**src/rtl/dmem_arbiter.sv**
```systemverilog
`default_nettype none
// ============================================================================
//  Module   : dmem_arbiter
//  Purpose  : Two-master arbiter for the single data memory port. Master 0 is
//             the core load/store path, master 1 the debug/DMA loader. Every
//             transaction passes through one registered ACCESS cycle, so the
//             memory is only ever driven from latched request state.
//  Options  : ARB_FIXED_PRIO_EN - master 0 always wins a simultaneous request
//             (default build: round robin with strict alternation).
//  Revision : 1.0 - initial release
// ============================================================================
module dmem_arbiter #(
  parameter int AW = 32,
  parameter int DW = 32
) (
  input  logic            clk,
  input  logic            reset,
  // master 0
  input  logic            m0_req,
  input  logic [AW-1:0]   m0_addr,
  input  logic [DW-1:0]   m0_wdata,
  input  logic [DW/8-1:0] m0_we,
  output logic            m0_gnt,
  output logic            m0_ack,
  output logic [DW-1:0]   m0_rdata,
  // master 1
  input  logic            m1_req,
  input  logic [AW-1:0]   m1_addr,
  input  logic [DW-1:0]   m1_wdata,
  input  logic [DW/8-1:0] m1_we,
  output logic            m1_gnt,
  output logic            m1_ack,
  output logic [DW-1:0]   m1_rdata,
  // data memory
  output logic [AW-1:0]   mem_addr,
  output logic [DW-1:0]   mem_wdata,
  output logic [DW/8-1:0] mem_we,
  input  logic [DW-1:0]   mem_rdata
);

  localparam int BW = DW / 8;

  typedef enum logic [0:0] {
    IDLE   = 1'b0,
    ACCESS = 1'b1
  } state_t;

  state_t          state_q, state_d;
  logic            owner_q;
  logic            last_q;
  logic [AW-1:0]   addr_q;
  logic [DW-1:0]   wdata_q;
  logic [BW-1:0]   we_q;
  logic            ack0_q, ack1_q;
  logic [DW-1:0]   rdata0_q, rdata1_q;

  logic            w_win0, w_win1;
  logic [AW-1:0]   addr_d;
  logic [DW-1:0]   wdata_d;
  logic [BW-1:0]   we_d;

  // Arbitration winner among the current requests (only used while IDLE).
`ifdef ARB_FIXED_PRIO_EN
  assign w_win0 = m0_req;
  assign w_win1 = m1_req & ~m0_req;
`else
  // The master that was not served last wins a tie.
  assign w_win0 = m0_req & (~m1_req | last_q);
  assign w_win1 = m1_req & (~m0_req | ~last_q);
`endif

  // Next-state and grant decode; grants are only possible while IDLE.
  always_comb begin
    state_d = state_q;
    m0_gnt  = 1'b0;
    m1_gnt  = 1'b0;
    addr_d  = addr_q;
    wdata_d = wdata_q;
    we_d    = we_q;
    case (state_q)
      IDLE: begin
        m0_gnt = w_win0;
        m1_gnt = w_win1;
        if (w_win1) begin
          addr_d  = m1_addr;
          wdata_d = m1_wdata;
          we_d    = m1_we;
          state_d = ACCESS;
        end else if (w_win0) begin
          addr_d  = m0_addr;
          wdata_d = m0_wdata;
          we_d    = m0_we;
          state_d = ACCESS;
        end
      end
      ACCESS: begin
        state_d = IDLE;
      end
      default: begin
        state_d = IDLE;
      end
    endcase
  end

  // State register; reset drops out of ACCESS immediately so mem_we falls at once.
  always_ff @(posedge clk or negedge reset) begin
    if (!reset) begin
      state_q <= IDLE;
    end else begin
      state_q <= state_d;
    end
  end

  // Request latch, ownership tracking, ack pulses and read-data capture.
  always_ff @(posedge clk or negedge reset) begin
    if (!reset) begin
      owner_q  <= 1'b0;
      last_q   <= 1'b1;
      addr_q   <= '0;
      wdata_q  <= '0;
      we_q     <= '0;
      ack0_q   <= 1'b0;
      ack1_q   <= 1'b0;
      rdata0_q <= '0;
      rdata1_q <= '0;
    end else begin
      addr_q  <= addr_d;
      wdata_q <= wdata_d;
      we_q    <= we_d;
      ack0_q  <= 1'b0;
      ack1_q  <= 1'b0;
      if (state_q == IDLE && (w_win0 || w_win1)) begin
        owner_q <= w_win1;
        last_q  <= w_win1;
      end
      if (state_q == ACCESS) begin
        ack0_q <= ~owner_q;
        ack1_q <= owner_q;
        // Writes leave the owner's previous read data untouched.
        if (we_q == '0) begin
          if (owner_q) begin
            rdata1_q <= mem_rdata;
          end else begin
            rdata0_q <= mem_rdata;
          end
        end
      end
    end
  end

  // Memory port is driven only during ACCESS and is zero otherwise.
  always_comb begin
    mem_addr  = '0;
    mem_wdata = '0;
    mem_we    = '0;
    if (state_q == ACCESS) begin
      mem_addr  = addr_q;
      mem_wdata = wdata_q;
      mem_we    = we_q;
    end
  end

  assign m0_ack   = ack0_q;
  assign m1_ack   = ack1_q;
  assign m0_rdata = rdata0_q;
  assign m1_rdata = rdata1_q;

endmodule
`default_nettype wire

```
**config.mk**
```make
export PLATFORM = sky130hd
export DESIGN_NAME = dmem_arbiter
export DESIGN_NICKNAME = d
export VERILOG_FILES = /design/src/rtl/dmem_arbiter.sv
export SDC_FILE = /design/constraint.sdc
export NUM_CORES = 1
export LEC_CHECK = 0
export CAP_MARGIN = 0
export CELL_PAD_IN_SITES_DETAIL_PLACEMENT = 0
export CELL_PAD_IN_SITES_GLOBAL_PLACEMENT = 1
export CORE_MARGIN = 2
export CORE_UTILIZATION = 32
export CTS_CLUSTER_DIAMETER = 40
export CTS_CLUSTER_SIZE = 28
export DETAILED_ROUTE_END_ITERATION = 12
export PLACE_DENSITY_LB_ADDON = 0.1
export SYNTH_ARGS = -nofsm -noshare
export SYNTH_HDL_FRONTEND = slang
export SYNTH_SLANG_ARGS = --single-unit
```
**constraint.sdc**
```tcl
create_clock -name clk -period 2.95 [get_ports clk]
set_input_delay 0.295 -clock clk [delete_from_list [all_inputs] [get_ports clk]]
set_output_delay 0.295 -clock clk [all_outputs]
set_load 0.02 [all_outputs]
```
# Word-level counts from Yosys, hierarchy flattened
# Cells that the tools add are included.
# word_totals
latchBits	0
ram_bits	0
in_bits	172
reg_bits	137
mem_bits_ro	0
output_inout_bits	136
memories	0
# op_classes
n_lt_le_gt_ge	0
shifts	0
n_reduce_logical	7
div	0
bitwise	9
n_eq_ne	0
addsub	0
n_mul	0
mux	16
# op_table
operator	n
$mux W32	6
$mux W4	3
$mux W1	6
$reduce_and A3 Y1	2
$not A1 Y1	5
$logic_not A4 Y1	1
$and A1 B1 Y1	2
$or A1 B1 Y1	2
$pmux W1 S2	1
$reduce_and A2 Y1	1
$reduce_bool A2 Y1	1
$logic_and A1 B1 Y1	1
$logic_or A1 B1 Y1	1

# Logic depth before layout (Yosys ltp)
# Gate-level depths: netlist (run 1).
# depth
word_depth	6
depth_mapped	6
depth_no_buf	3

# Least setup slack after synthesis (run 1)
# No wires, ideal clock.
# synth_timing
path_type	register -> register
startpoint	register state_q
endpoint	register owner_q
arrival_time_ns	1.389
path_stages_with_launch	5
n_path_buf	1
path_slack_ns	1.397
synth_period_minus_slack_ns	1.553
path_cell_list	dfrtp_1 -> buf_2 -> nor2b_1 -> a21boi_0 -> o22ai_1
# synth_between
elab_chain_len	2
# synth_lines
element	line_no	rtl
from (decl)	48	state_t state_q, state_d;
from (signal assigned)	110	state_q <= state_d;
$not A1 Y1 (no line)	--	
$logic_and A1 B1 Y1	132	if (state_q == IDLE && (w_win0 || w_win1)) begin
to (signal assigned)	133	owner_q <= w_win1;
to (decl)	49	logic owner_q;
# No other way between the ends.
# A chain may end at the register's enable or synchronous reset.

# Worst setup path in the final report (run 1)
# layout_timing
startpoint	register state_q
endpoint	output mem_wdata[1]
# layout_between
elab_chain_len	1
# layout_lines
element	line_no	rtl
$mux W32	156	if (state_q == ACCESS) begin
to (decl)	36	output logic [DW-1:0] mem_wdata,
# No other way between the ends.

==> results of run 1 <==
[timing repair]
action	4_1_cts	5_1_grt
endpoints found under the hold margin	21	0
setup endpoints to repair	0	0
resized for setup	0	0
hold buffers	1	0
[cells by family after synthesis]
family | Yosys count
AO/OA/AOI/OAI | 75
buffers and inverters | 48
flip-flops | 137
multiplexers | 64
AND/OR/NAND/NOR | 279
[stage by stage]
step / area (sq um) / std cells / hold slack (ns)
floorplan: 6300 / 603 / -0.000591
global placement: 9550 / 1139 / 0.430
detailed placement: 9550 / 1139 / 0.432
CTS: 10100 / 1172 / 0.410
global route: 10100 / 1172 / 0.424
finish: 10100 / 1172 / 0.426
[per-layer routing]
metal | share of wire, % | global-route usage [%] | up-vias
li1 | - | - | 2585
met1 | 42 | 23.0 | 2569
met2 | 46 | 29.0 | 231
met5 | 0.069 | 0 | -
met4 | 2.1 | 5.98 | 2
met3 | 9.8 | 7.19 | 28
[registers in the layout (all words and copies together) (netlist names)]
signal and cells:
m1_ack 1, m0_ack 1, wdata_q 32, addr_q 32, state_q 1, we_q 4
m1_rdata 32, owner_q 1, last_q 1, m0_rdata 32
[area by class of cell]
type | instances | area [sq um] | share of cell area (%)
Sequential cell | 137 | 3430 | 33.9
Timing Repair Buffer | 317 | 3190 | 31.5
Multi-Input combinational cell | 418 | 2590 | 25.6
Clock buffer | 18 | 439 | 4.34
Tap cell | 265 | 332 | 3.28
Clock inverter | 14 | 126 | 1.25
Inverter | 3 | 11.3 | 0.111
[worst min path at each step]
stage                                     endpoint         start  cells after the start
final                      wdata_q[28]$_DFFE_PN0P_  m1_wdata[28]                      3
after global routing       wdata_q[13]$_DFFE_PN0P_  m1_wdata[13]                      3
after CTS                   addr_q[11]$_DFFE_PN0P_   m0_addr[11]                      3
after detailed placement  m1_rdata[12]$_DFFE_PN0P_         reset                      1
after global placement    m1_rdata[12]$_DFFE_PN0P_         reset                      1
after floorplan              addr_q[0]$_DFFE_PN0P_         reset                      0
[critical path: stages, from the launching register on]
cell and delay [ns]:
dfrtp_2 0.64, buf_4 0.35, and2_1 0.17, clkdlybuf4s50_1 0.65
[power by group]
part	leakage, nW	switching [mW]	total (mW)	internal, mW
Sequential	1.62	0.339	2.84	2.50
Combinational	2.35	1.51	3.28	1.78
Clock	0.264	0.913	2.04	1.13
Total	4.23	2.76	8.17	5.41
[cells in the final DEF, fill, tap and decap left out, drive strengths merged]
master / count
clkinvlp: 5
a21oi: 2
nand2: 137
a31oi: 68
mux2: 64
o22ai: 1
clkdlybuf4s50: 306
nor4: 1
dfrtp: 136
clkinv: 1
dlygate4sd3: 1
buf: 10
a21bo: 1
a21boi: 2
nor2: 69
clkbuf: 18
nor2b: 2
dfstp: 1
inv: 11
and2: 70
o21ba: 1
==> results.toml, run 1 <==
[timing]
rsz0062_at_grt = "no"
finalHoldViolCount = 0
finalClockSkew_ns = 0.0154
min_period_ns = 2.52
tns_ns = 0
tightest_slew_ns = 0.872
relSlewSlack_pct = 41.7
clock.fmax_ghz = 0.396
slew_viol_final = 0
setup_violations = 0
fin_ws_ns = 0.427
fin_crit_sh_pct = 85.5

[yosys]
synth_top_family_by_area = "simple AND/OR/NAND/NOR gates"
synth-compound-area-share_pct = 7.63
synthSimpleGateAreaFrac_pct = 19.8
syn_nets = 775
synthFlopType = "dfrtp_1"
synth_seq_cells = 137
synthesis.area_sq_um = 6300
muxShareOfSynthArea_pct = 13.5
yosysTopAreaCell = "dfrtp_1"
yosysWarnings = 0
synth_xor_area_share_pct = 0
avgSynthCellArea_sq_um = 10.4
async_flop_share_pct = 100
ys_types = 24
yosysSeqAreaShare_pct = 54.5
netlist_instances = 603
synth_commonest_cells = "dfrtp_1, nand2_1, and2_1, nor2_1, a31oi_1"
synth_edf_count = 0
netlist_top_cells_area = "dfrtp_1, mux2_4, nand2_1, and2_1, a31oi_1"
synth_top_area_share_pct = 54.0
synth_adder_area_share_pct = 0

[detailed_routing]
drt_first_pass_iters = 4
wl_microns = 18900
wire_per_inst_microns = 16.1
via_per_inst = 4.62
ant_nets = 0
drc = 0
drt-initial-drc-count = 237
via_count = 5415

[pwr]
total_power_mw = 8.17
powerDensity_nw_per_um2 = 807
ir_drop_mv = 0.404
leakage_nw = 4.23

[final_layout]
area_growth_pct = 60.7
num_antenna_cells = 0
fill_cells = 1796
drive_gt1_share_pct = 12.7
finish.utilization_pct = 52.2
nets = 1066

[worst_setup_path]
start_kind = "register"
r2r_cells = 3
endpoint = "mem_wdata[1]"
worstPathArrival_ns = 2.23
worstReg2RegEnd = "m0_rdata[3]$_DFFE_PN0P_"
crit_path_end_kind = "output port"
critPathRequiredTime_ns = 2.65
regToRegSetupSlack_ns = 0.90
cp_max_fo = 27
crit_type = "register to output port"
rr_startpoint = "state_q$_DFF_PN0_"
crit_path_start = "state_q$_DFF_PN0_"

[floorplan]
ios = 308
die_y_microns = 144
core_area_sq_um = 19400
dieArea_sq_um = 20800
fp-row-count = 51
die_w_microns = 144
start_util_pct = 32.5

[global_route]
grt_usage_pct = 18.3
grt_pass1_wl_microns = 29300
antenna_found_initial = 1
grt_overflow = 0
grt_max_degree = 87
grt_pass1_vias = 5434

[hold_path]
hold_class = "input port to register"

[clock_tree]
cts.clk_slew.worst_paths_ns = 0.07
numCtsBuffers = 17
clockBufferDepth = 2
h-tree-depth = 4
cts_root_buffer = "clkbuf_16"
tritoncts = "yes"
post_cts_buffers = 0
clkLatencyLatePin_ns = 0.42
clock-sinks = 137

[place]
routabilityCongestion = 0.764
hpwl_microns = 13200
place_ws_ns = 0.646
portBuffers = 307

[status]
outcome = "complete, no violations"

[job]
cap_viol_max_count = 0
(Power assumes the default switching activity.)
==> run 2: changes to the inputs <==
Settings changed: RECOVER_POWER set to 100.
==> results.toml, run 2 (synthesis results as in run 1) <==
[job]
cap_viol_max_count = 2

[timing]
finalHoldViolCount = 0
relSlewSlack_pct = -3.19
fin_hold_ws_ns = 0.430
rsz0062_at_grt = "no"
setup_violations = 0
tns_ns = 0
slew_viol_final = 70
finalClockSkew_ns = 0.0103
min_period_ns = 2.59
fin_crit_sh_pct = 87.9
tightest_slew_ns = 1.55
clock.fmax_ghz = 0.386

[detailed_routing]
wl_microns = 18700
ant_nets = 0
wire_per_inst_microns = 16.0
via_count = 5396
drt-initial-drc-count = 221
drc = 0
drt_first_pass_iters = 5
via_per_inst = 4.60

[final_layout]
layout_commonest_cell = "clkdlybuf4s50_1"
drive_gt1_share_pct = 8.82
finish.utilization_pct = 51.4
layout_common_cells = "clkdlybuf4s50_1, nand2_1, dlygate4sd3_1"
num_antenna_cells = 0
nets = 1066
area_growth_pct = 58.4
fill_cells = 1844

[status]
violations = "capacitance limit, slew limit"
outcome = "complete, but fails checks"

[worst_setup_path]
crit_type = "register to output port"
worstPathArrival_ns = 2.30
worstReg2RegEnd = "m0_rdata[2]$_DFFE_PN0P_"
slowest_stage = "dlygate4sd3_1"
rr_startpoint = "state_q$_DFF_PN0_"
crit_path_max_incr_delay_ns = 0.72
r2r_cells = 3
cp_max_fo = 27
cp_cell_sequence = "buf_4 -> and2_1 -> dlygate4sd3_1"
regToRegSetupSlack_ns = 0.44
crit_path_end_kind = "output port"
start_kind = "register"
critPathRequiredTime_ns = 2.65

[global_route]
grt_max_degree = 87
grt_pass1_wl_microns = 29300
grt_pass1_vias = 5434
antenna_found_initial = 1
grt_overflow = 0
grt_usage_pct = 18.3

[hold_path]
hold_class = "input port to register"
min_from = "m1_wdata[28]"
hold-path-endpoint = "wdata_q[28]$_DFFE_PN0P_"
worstHoldPathCells = 3

[floorplan]
die_y_microns = 144
dieArea_sq_um = 20800
start_util_pct = 32.5
ios = 308
die_w_microns = 144
fp-row-count = 51
core_area_sq_um = 19400

[clock_tree]
h-tree-depth = 4
numCtsBuffers = 17
postCtsHoldBufs = 1
post_cts_buffers = 0
cts.clk_slew.worst_paths_ns = 0.07
tritoncts = "yes"
cts_root_buffer = "clkbuf_16"
cts_resized = 0
clockBufferDepth = 2
clkLatencyLatePin_ns = 0.42
clock-sinks = 137

[pwr]
ir_drop_mv = 0.402
powerDensity_nw_per_um2 = 777
leakage_nw = 4.40

[place]
hpwl_microns = 13200
routabilityCongestion = 0.764
portBuffers = 307
[run 2: cell types whose count changed in the layout (fill, tap and decap cells not counted), moves of 2 or more]
cell and change:
mux2_4 -32, mux2_1 +32, clkbuf_2 +3, clkdlybuf4s50_1 -135, buf_4 -2, dlygate4sd3_1 +135
[run 2: area by class of cell]
| cell class | instances | area [sq um] | area share (%) |
|---|---|---|---|
| Sequential cell | 137 | 3430 | 34.4 |
| Timing Repair Buffer | 317 | 3170 | 31.8 |
| Multi-Input combinational cell | 418 | 2460 | 24.7 |
| Clock buffer | 18 | 439 | 4.40 |
| Tap cell | 265 | 332 | 3.32 |
| Clock inverter | 14 | 126 | 1.27 |
| Inverter | 3 | 11.3 | 0.113 |
[run 2: critical path: cells and delay by family, from the launching register on]
family,cells,cell delay (ns)
buf+inv,2,1.07
flops,1,0.64
simple gates,1,0.17
[run 2: report_power, final]
part / total [mW] / internal, mW / switching, mW
Clock: 2.04 / 1.13 / 0.909
Sequential: 2.81 / 2.50 / 0.309
Combinational: 2.90 / 1.42 / 1.49
[run 2: layer usage]
metal	track usage (%)	vias to the layer above	wire length, microns	part of all wire [%]
li1	-	2588	-	-
met1	23.0	2541	7830	42
met2	29.0	237	8660	46
met3	7.19	28	1810	9.7
met4	5.98	2	384	2.1
met5	0	-	13	0.070
[run 2: how the worst max path moves through the flow]
stage	from	end	slack, ns	depth (start not counted)
final	state_q$_DFF_PN0_	mem_wdata[1]	0.36	3
after global routing	state_q$_DFF_PN0_	m0_rdata[10]$_DFFE_PN0P_	0.16	3
after CTS	state_q$_DFF_PN0_	mem_wdata[1]	0.34	3
after detailed placement	m0_req	m0_gnt	0.65	4
after global placement	m0_req	m0_gnt	0.63	4
after floorplan	state_q$_DFF_PN0_	owner_q$_DFFE_PN0P_	1.40	4
[run 2: stage by stage]
| step | instance area, sq um | instances | power [mW] | worst slack (ns) |
|---|---|---|---|---|
| floorplan | 6300 | 603 | 4.51 | 1.40 |
| global placement | 9550 | 1139 | 6.13 | 0.630 |
| detailed placement | 9550 | 1139 | 6.19 | 0.646 |
| CTS | 10100 | 1172 | 8.28 | 0.344 |
| global route | 9970 | 1172 | 8.24 | 0.161 |
| finish | 9970 | 1172 | 7.75 | 0.357 |
==> run 3: changes to the inputs <==
Settings changed: ABC_AREA set to 1, CORE_UTILIZATION 32 to 31.
==> results.toml, run 3 <==
[place]
routabilityCongestion = 0.773
portBuffers = 307
dp.cells = 1501
hpwl_microns = 16400

[yosys]
yosysSeqAreaShare_pct = 49.5
netlist_top_cells_area = "dfrtp_1, nand2_1, nand3_1, inv_1, nand4_1"
synth_commonest_cells = "nand2_1, nand3_1, dfrtp_1"
yosysTopAreaCell = "dfrtp_1"
synth_seq_cells = 137
yosysMostFrequentCell = "nand2_1"
netlist_instances = 964
ys_types = 19
synth_edf_count = 0
synth_top_area_share_pct = 49.1
synthesis.area_sq_um = 6930
synthFlopType = "dfrtp_1"
yosysWarnings = 0
syn_nets = 1136
async_flop_share_pct = 100
avgSynthCellArea_sq_um = 7.19

[worst_setup_path]
crit_path_end_kind = "output port"
cp_max_fo = 25
slowest_stage = "dfrtp_2"
crit_path_max_incr_delay_ns = 0.74
worstPathArrival_ns = 2.33
critPathRequiredTime_ns = 2.65
crit_type = "register to output port"
cp_cell_sequence = "buf_4 -> nand2_1 -> inv_1 -> dlygate4sd3_1"
start_kind = "register"

[hold_path]
hold_class = "input port to register"

[floorplan]
die_y_microns = 154
die_w_microns = 154
dieArea_sq_um = 23600
ios = 308
fp-row-count = 54
core_area_sq_um = 21900
start_util_pct = 31.7

[timing]
rsz0062_at_grt = "no"
clock.fmax_ghz = 0.380
slew_viol_final = 68
relSlewSlack_pct = -19.7
finalClockSkew_ns = 0.00961
tns_ns = 0
setup_violations = 0
fin_crit_sh_pct = 89.1
finalHoldViolCount = 0
min_period_ns = 2.63
tightest_slew_ns = 1.79

[final_layout]
layout_commonest_cell = "nand2_1"
num_antenna_cells = 0
fill_cells = 2252
drive_gt1_share_pct = 5.18
area_growth_pct = 55.6
layout_common_cells = "nand2_1, clkdlybuf4s50_1, nand3_1"
nets = 1413
instances_no_fill = 1534

[detailed_routing]
drt-initial-drc-count = 377
via_count = 6979
wl_microns = 23800
drc = 0
via_per_inst = 4.55
ant_nets = 0
wire_per_inst_microns = 15.5
drt_first_pass_iters = 4

[pwr]
total_power_mw = 10.5
powerDensity_nw_per_um2 = 972
leakage_nw = 5.97
ir_drop_mv = 0.361

[clock_tree]
clkLatencyLatePin_ns = 0.42
post_cts_buffers = 0
cts_root_buffer = "clkbuf_16"
h-tree-depth = 4
tritoncts = "yes"
clockBufferDepth = 2
numCtsBuffers = 17
clock-sinks = 137
cts.clk_slew.worst_paths_ns = 0.07

[global_route]
grt_usage_pct = 20.2
antenna_found_initial = 0
grt_overflow = 0
grt_max_degree = 72
grt_pass1_vias = 6799
grt_pass1_wl_microns = 37900

[status]
outcome = "complete, but fails checks"
violations = "capacitance limit, slew limit"

[job]
cap_viol_max_count = 1
==> run 3: cell types whose count changed in the layout (fill, tap and decap cells not counted), moves of 3 or more <==
cell      before  now
nand2_2        0    4
nor2_1        69    1
inv_1          3  105
nand2_1      137  440
nor2_2         0    3
buf_4          4   12
a31oi_1       68    0
nand4_1        0   32
nand3_1        0  137
and2_1        67    0
mux2_1        32    0
o21ai_0        0   31
mux2_2        30    0
clkinv_4       1    4
==> run 3: worst max-delay path, delay by kind of cell (launching register included) <==
| kind | cells | cell delay [ns] |
|---|---|---|
| flops | 1 | 0.74 |
| simple gates | 1 | 0.08 |
| buf+inv | 3 | 1.10 |
==> run 3: metrics by stage <==
stage | hold WS, ns | instance area (sq um) | setup slack [ns] | utilization (%)
6_report | 0.451 | 10800 | 0.321 | 49.3
4_1_cts | 0.427 | 10800 | 0.319 | 49.4
2_1_floorplan | -0.000591 | 6930 | 1.55 | -
5_1_grt | 0.450 | 10800 | 0.184 | 49.3
3_5_place_dp | 0.347 | 10200 | 0.777 | 46.7
3_3_place_gp | 0.354 | 10200 | 0.783 | 46.7
==> run 3: power by group <==
part | total, mW | switching (mW) | internal (mW)
sequential | 3.33 | 0.523 | 2.81
clock | 2.11 | 0.918 | 1.19
combinational | 5.04 | 3.06 | 1.99
==> run 3: cells by family after synthesis <==
logic type	Yosys count	share of synthesized area [%]
and+or+nand+nor	619	37.8
buffers and inverters	175	10.3
DFF	137	49.5
AOI/OAI and AO/OA	33	2.38
==> run 3: cell type report <==
type	count	area (sq um)	share of cell area, %
clock buffer	17	425	3.94
clock inverter	15	159	1.47
inverter	106	398	3.69
multi-input combinational	652	2780	25.8
sequential	137	3430	31.8
tap	280	350	3.25
timing repair buffer	327	3250	30.1
==> run 3: final timing paths <==
check                                         start                        to  slack (ns)  cells after the start
setup / recovery                  state_q$_DFF_PN0_              mem_wdata[4]        0.32                      4
hold / removal                        mem_rdata[11]  m1_rdata[11]$_DFFE_PN0P_        0.45                      3
setup reg to reg                  state_q$_DFF_PN0_   wdata_q[25]$_DFFE_PN0P_        0.44                      7
hold reg to reg            m0_rdata[16]$_DFFE_PN0P_  m0_rdata[16]$_DFFE_PN0P_        0.47                      2
max in group asynchronous                     reset    addr_q[28]$_DFFE_PN0P_        0.66                      3
min in group asynchronous                     reset    addr_q[25]$_DFFE_PN0P_        0.89                      2
==> run 3: repair_timing <==
action,CTS,global route
resized for setup,0,0
hold buffers,1,0
hold endpoints to repair,63,0
==> run 3: routing by layer <==
layer  share of wire, %  track usage [%]  up-vias
li1                   -                -     3552
met1                 45             26.5     3180
met2                 47             32.8      222
met3                6.9             5.30       25
met4                1.8             6.20        0
met5                  0                0        -
